`config.mk`:
```
export PLATFORM = sky130hd
export DESIGN_NAME = vec_exec_ctrl
export DESIGN_NICKNAME = d
export VERILOG_FILES = /design/src/rtl/vec_exec_ctrl.sv
export SDC_FILE = /design/constraint.sdc
export NUM_CORES = 1
export LEC_CHECK = 0
export BUFFER_PORTS_ARGS = -buffer_cell sky130_fd_sc_hd__buf_4
export CORE_UTILIZATION = 55
export CTS_CLUSTER_DIAMETER = 80
export DETAILED_ROUTE_END_ITERATION = 10
export PLACE_DENSITY = 0.78
export SYNTH_ARGS = -nofsm -noshare
export SYNTH_HDL_FRONTEND = slang
export SYNTH_SLANG_ARGS = --single-unit
export TNS_END_PERCENT = 5
```
`constraint.sdc`:
```
create_clock -name clk -period 3.7 [get_ports clk]
set_input_delay 0.37 -clock clk [delete_from_list [all_inputs] [get_ports clk]]
set_output_delay 0.37 -clock clk [all_outputs]
set_load 0.05 [all_outputs]
```
`src/rtl/vec_exec_ctrl.sv`:
```
// vec_exec_ctrl -- sequences one vector instruction across LANES lanes.
//
// An instruction is accepted in IDLE, decoded to an ALU select, then walked
// lane by lane in EXEC (DIV lanes take DIV_CYCLES cycles each), and retired
// with a one-cycle DONE. kill flushes the instruction in flight.
//
// Ports:
//   clk, rst_n    single clock, asynchronous active-low reset
//   issue_valid   instruction offered this cycle
//   issue_opcode  4-bit opcode of the offered instruction
//   kill          synchronous flush of the instruction in flight
//   issue_ready   block can accept an instruction (IDLE only)
//   alu_op        ALU operation select (000 outside EXEC)
//   lane_idx      lane currently driven to the ALU
//   lane_we       write ALU result of lane_idx to the register file
//   flag_we       write compare flags of lane_idx
//   stall         front end holds (EXEC and DONE)
//   done          one-cycle retire pulse
module vec_exec_ctrl #(
    parameter int LANES      = 8,
    parameter int DIV_CYCLES = 4
) (
    input  logic                     clk,
    input  logic                     rst_n,
    input  logic                     issue_valid,
    input  logic [3:0]               issue_opcode,
    input  logic                     kill,
    output logic                     issue_ready,
    output logic [2:0]               alu_op,
    output logic [$clog2(LANES)-1:0] lane_idx,
    output logic                     lane_we,
    output logic                     flag_we,
    output logic                     stall,
    output logic                     done
);
    localparam int LW = $clog2(LANES);
    localparam int CW = $clog2(DIV_CYCLES);
    localparam logic [LW-1:0] LANE_LAST = LW'(LANES - 1);
    localparam logic [CW-1:0] DIV_LAST  = CW'(DIV_CYCLES - 1);

    typedef enum logic [1:0] {S_IDLE, S_EXEC, S_DONE} state_t;
    typedef enum logic [1:0] {K_NOP, K_ONE, K_DIV, K_CMP} kind_t;

    typedef struct packed {
        logic [2:0] alu;
        kind_t      kind;
    } dec_t;

    function automatic dec_t decode(input logic [3:0] opc);
        dec_t d;
        d = '{alu: 3'b000, kind: K_NOP};
        unique case (opc)
            4'b0100, 4'b1101, 4'b1110,
            4'b1111, 4'b0000, 4'b0001: d = '{alu: 3'b001, kind: K_ONE};
            4'b1000:                   d = '{alu: 3'b010, kind: K_ONE};
            4'b1001:                   d = '{alu: 3'b011, kind: K_ONE};
            4'b0101, 4'b0110:          d = '{alu: 3'b011, kind: K_CMP};
            4'b1010:                   d = '{alu: 3'b100, kind: K_ONE};
            4'b1011:                   d = '{alu: 3'b101, kind: K_DIV};
            default:                   d = '{alu: 3'b000, kind: K_NOP};
        endcase
        return d;
    endfunction

    state_t        state;
    logic [3:0]    op_q;
    logic [CW-1:0] div_cnt;
    logic          lane_we_q, flag_we_q, done_q;
    dec_t          dec_in, dec_q;
    logic          last_sub;

    assign dec_in   = decode(issue_opcode);
    assign dec_q    = decode(op_q);
    // Final cycle of the current lane: every cycle for single-cycle ops,
    // the last DIV_CYCLES slot for DIV.
    assign last_sub = (dec_q.kind != K_DIV) || (div_cnt == DIV_LAST);

    // Write strobes and done are squashed combinationally in a kill cycle.
    assign lane_we = lane_we_q & ~kill;
    assign flag_we = flag_we_q & ~kill;
    assign done    = done_q    & ~kill;

    always_ff @(posedge clk or negedge rst_n) begin
        if (!rst_n) begin
            state       <= S_IDLE;
            op_q        <= '0;
            div_cnt     <= '0;
            lane_idx    <= '0;
            alu_op      <= 3'b000;
            lane_we_q   <= 1'b0;
            flag_we_q   <= 1'b0;
            done_q      <= 1'b0;
            stall       <= 1'b0;
            issue_ready <= 1'b1;
        end else if (state == S_DONE || (kill && state != S_IDLE)) begin
            // Retire or flush: both land back in IDLE with clean counters.
            state       <= S_IDLE;
            div_cnt     <= '0;
            lane_idx    <= '0;
            alu_op      <= 3'b000;
            lane_we_q   <= 1'b0;
            flag_we_q   <= 1'b0;
            done_q      <= 1'b0;
            stall       <= 1'b0;
            issue_ready <= 1'b1;
        end else if (state == S_IDLE) begin
            if (issue_valid && !kill) begin
                op_q        <= issue_opcode;
                div_cnt     <= '0;
                lane_idx    <= '0;
                stall       <= 1'b1;
                issue_ready <= 1'b0;
                if (dec_in.kind == K_NOP) begin
                    state  <= S_DONE;
                    done_q <= 1'b1;
                end else begin
                    state     <= S_EXEC;
                    alu_op    <= dec_in.alu;
                    lane_we_q <= (dec_in.kind == K_ONE);
                    flag_we_q <= (dec_in.kind == K_CMP);
                end
            end
        end else begin
            // S_EXEC
            if (last_sub) begin
                div_cnt <= '0;
                if (lane_idx == LANE_LAST) begin
                    // lane_idx holds at the last lane through DONE; no wrap.
                    state     <= S_DONE;
                    done_q    <= 1'b1;
                    lane_we_q <= 1'b0;
                    flag_we_q <= 1'b0;
                    alu_op    <= 3'b000;
                end else begin
                    lane_idx <= lane_idx + 1'b1;
                    if (dec_q.kind == K_DIV) lane_we_q <= 1'b0;
                end
            end else begin
                div_cnt   <= div_cnt + 1'b1;
                lane_we_q <= ((div_cnt + 1'b1) == DIV_LAST);
            end
        end
    end
endmodule

```
==> implementation parameters <==
Parameter                              Value

Worst setup path
  Startpoint kind of the worst setup timing path    flip-flop
  Cell with the largest stage delay on the worst path    sky130_fd_sc_hd__dfrtp_1
  Critical path's largest stage delay    360 ps
  Worst endpoint data arrival time    2130 ps
  Start-to-end type of the worst setup path    flip-flop to flip-flop
  Chain of cells forming the critical path    inv_1 > ha_1 > and3b_4 > o2111ai_4 > o211ai_4 > a21oi_4 > mux2_4
  Reg2reg start    op_q[0]
  Register-to-Register Setup Slack    1770 ps
  Maximum fanout along the worst path    6
  Depth of the most critical reg-to-reg path    7
  RR Endpoint    done_q
  Kind of end point of the critical path    flip-flop
  Worst path required time    3900 ps

CTS
  CTS Buf Count    3
  Clock transition at the registers of the reported paths    110 ps
  CTS tree    done
  H-tree lvl count    1
  Hold-fix buffers, CTS    1
  Worst-skew pair later-pin latency    300 ps
  Sink count of the clock tree    19
  Max Root-Sink Buffers    2
  Root cell of the clock tree    sky130_fd_sc_hd__clkbuf_4
  Post-CTS Repair Setup Buffers    0
  CTS-repair resized insts    0

Power and ir drop
  Peak supply drop    0.499 mV
  Power after layout    0.000946 W
  Power density relative to cell area    692 nW/um2
  Leak    0.667 nW

STA
  Unrepaired setup endpoints after global routing    false
  Final setup violation count    0
  Sum of negative setup slack    0 ps
  FMAX    518 MHz
  Min Tclk post-route    1930 ps
  Max-slew violation count    0
  Worst relative slew slack    68.8%
  Final hold vios    0
  Worst setup skew after layout    10.3 ps
  Final worst path period share    52.2%
  Transition time at the pin with the least slew margin    466 ps

Finish
  Number of nets in the final layout    152
  Fin cells    161
  FILL cells    157
  Cell area after layout    1370 um2
  Area growth from synthesis to final layout    16.2%
  Fraction of final layout cells with drive strength greater than 1    29.9%
  Count of antenna diodes in the layout    0
  Core utilization of the finished layout    69.0%

Place
  Placer congestion estimate    0.806
  DP HPWL    1660 um
  Cells after DPL    156
  Port bufs    18
  Placed Instance Area    1330 um2

Logic synthesis
  Multiplexer area fraction after synthesis    8.71%
  Post-synthesis share of cell area spent on and, or, nand and nor gates    17.7%
  Cell taking the most area after synthesis    sky130_fd_sc_hd__dfrtp_1
  Cell with the most instances after synthesis    sky130_fd_sc_hd__dfrtp_1
  Number of storage elements in the synthesis netlist    19
  Number of distinct standard cells referenced by the synthesized netlist    35
  Fraction of the mapped netlist area in adder cells    9.56%
  Post-Syn Instances    113
  Ys async rst share    100%
  Most numerous cell types in the synthesized netlist    sky130_fd_sc_hd__dfrtp_1 (18), sky130_fd_sc_hd__nand2_1 (14)
  Number of enable flip-flop cells after synthesis    0
  Portion of synthesized cell area occupied by the leading cell type    38.3%
  Register area share after synthesis    40.5%
  Synthesized-area fraction occupied by xor and xnor cells    0%
  Combinational family with the most area after synthesis    compound AO/OA/AOI/OAI gates
  Synth Area in Compound Gates    19.2%
  Net count after synthesis    130
  Number of warnings printed during yosys synthesis    0
  Mean Syn Cell Area    10.4 um2
  Leading register cell type out of synthesis    sky130_fd_sc_hd__dfrtp_1
  Post-Syn Area    1180 um2
  Top cells by area, synth    sky130_fd_sc_hd__dfrtp_1 (38%), sky130_fd_sc_hd__ha_1 (9.6%), sky130_fd_sc_hd__nand2_1 (4.5%), sky130_fd_sc_hd__o21ai_0 (3.8%), sky130_fd_sc_hd__mux2i_1 (3.4%)

Routing
  Average wire per standard cell    13.8 um
  Number of detailed-routing iterations run before antenna repair    4
  First-iteration detailed-routing DRC count    18
  Total vias in the final route    863
  Number of vias per cell    5.36
  DRT antenna net count    0
  Final wirelength    2230 um
  DRC errors left    0

Min path
  Hold Path Stages    3
  Start point of the worst hold path    issue_opcode[0]
  Hold endpoint    op_q[0]
  Tightest Hold Check Type    primary input to flip-flop

Die
  Placeable core area    1980 um2
  Die height    48.3 um
  I/O Pins    19
  Initial Utilization    59.4%
  Die Area    2330 um2
  Row count    16
  Die Wd    48.3 um

Global route
  Grt total ovfl    0
  Via count of the first global-routing pass    764
  Pin count of the biggest net entering global routing    20
  Global-route usage over all layers    21.8%
  First-pass GRT wire length    3420 um
  Number of antenna violations at the first check in global routing    0

Run
  Max-cap viol count    0

Status
  Run status    finished clean
==> kinds of logic (layout without fill, tap and decap cells) <==
group	Yosys count	after routing
multiplexers	9	9
flip-flops	19	19
adder cells (fa/ha/maj)	9	9
AND/OR/NAND/NOR	39	39
buffers and inverters	11	32
AO/OA/AOI/OAI	26	26
==> metrics by stage <==
step / hold slack, ps / setup slack, ps
3_3_place_gp: 257 / 1810
5_1_grt: 341 / 1670
2_1_floorplan: 74.4 / 1910
4_1_cts: 323 / 1770
6_report: 317 / 1770
3_5_place_dp: 254 / 1770
==> state kept, by name, indices dropped and copies added, names as in the netlist <==
register,flops
op_q,4
alu_op,3
lane_idx,3
div_cnt,2
state,2
done_q,1
flag_we_q,1
issue_ready,1
lane_we_q,1
stall,1
==> per-layer routing <==
metal  GRT usage [%]  part of all wire (%)  up-vias
met1            27.5                    48      411
met4            7.22                   1.2        0
met5               0                     0        -
met2            36.3                    47       20
met3            5.56                   3.3        4
li1                -                     -      428
==> critical path, delay by kind of cell (launching register included) <==
family | cells | cell delay, ps
AO/OA/AOI/OAI | 3 | 600
flip-flops | 1 | 360
multiplexers | 1 | 310
adder cells (fa/ha/maj) | 1 | 290
AND/OR/NAND/NOR | 1 | 210
buffers and inverters | 1 | 60
==> placed cells by master, fill, tap and decap left out, drive strengths merged, types with 2 or more instances in the layout <==
master    n
a21oi     7
a22o      2
a22oi     2
and2b     2
and3      2
and3b     2
buf      18
clkbuf    3
dfrtp    18
ha        9
inv       9
mux2      4
mux2i     5
nand2    15
nand2b    2
nor2     10
nor2b     4
o21ai     9
o2bb2ai   2
==> layout make-up <==
cell class / instances / area [um2] / area share (%)
multi-input combinational: 83 / 651 / 47.6
inverter: 9 / 33.8 / 2.47
sequential: 19 / 477 / 34.9
clock buffer: 3 / 22.5 / 1.65
timing repair buffer: 19 / 145 / 10.6
tap: 27 / 33.8 / 2.47
clock inverter: 1 / 5.00 / 0.366
==> how the worst max path moves through the flow <==
stage | endpoint | slack, ps | cells past startpoint | from
after floorplan | done_q | 1910 | 7 | op_q[0]
after global placement | done_q | 1810 | 8 | issue_opcode[1]
after detailed placement | done_q | 1770 | 8 | issue_opcode[1]
after CTS | done_q | 1770 | 7 | op_q[0]
after global routing | lane_idx[0] | 1670 | 7 | op_q[0]
final | done_q | 1770 | 7 | op_q[0]
==> where the power goes <==
group | internal [W] | switching [W]
registers | 0.000283 | 0.0000519
clock network | 0.0000403 | 0.0000641
logic | 0.000199 | 0.000308
Power figures use the tool's default switching activity.
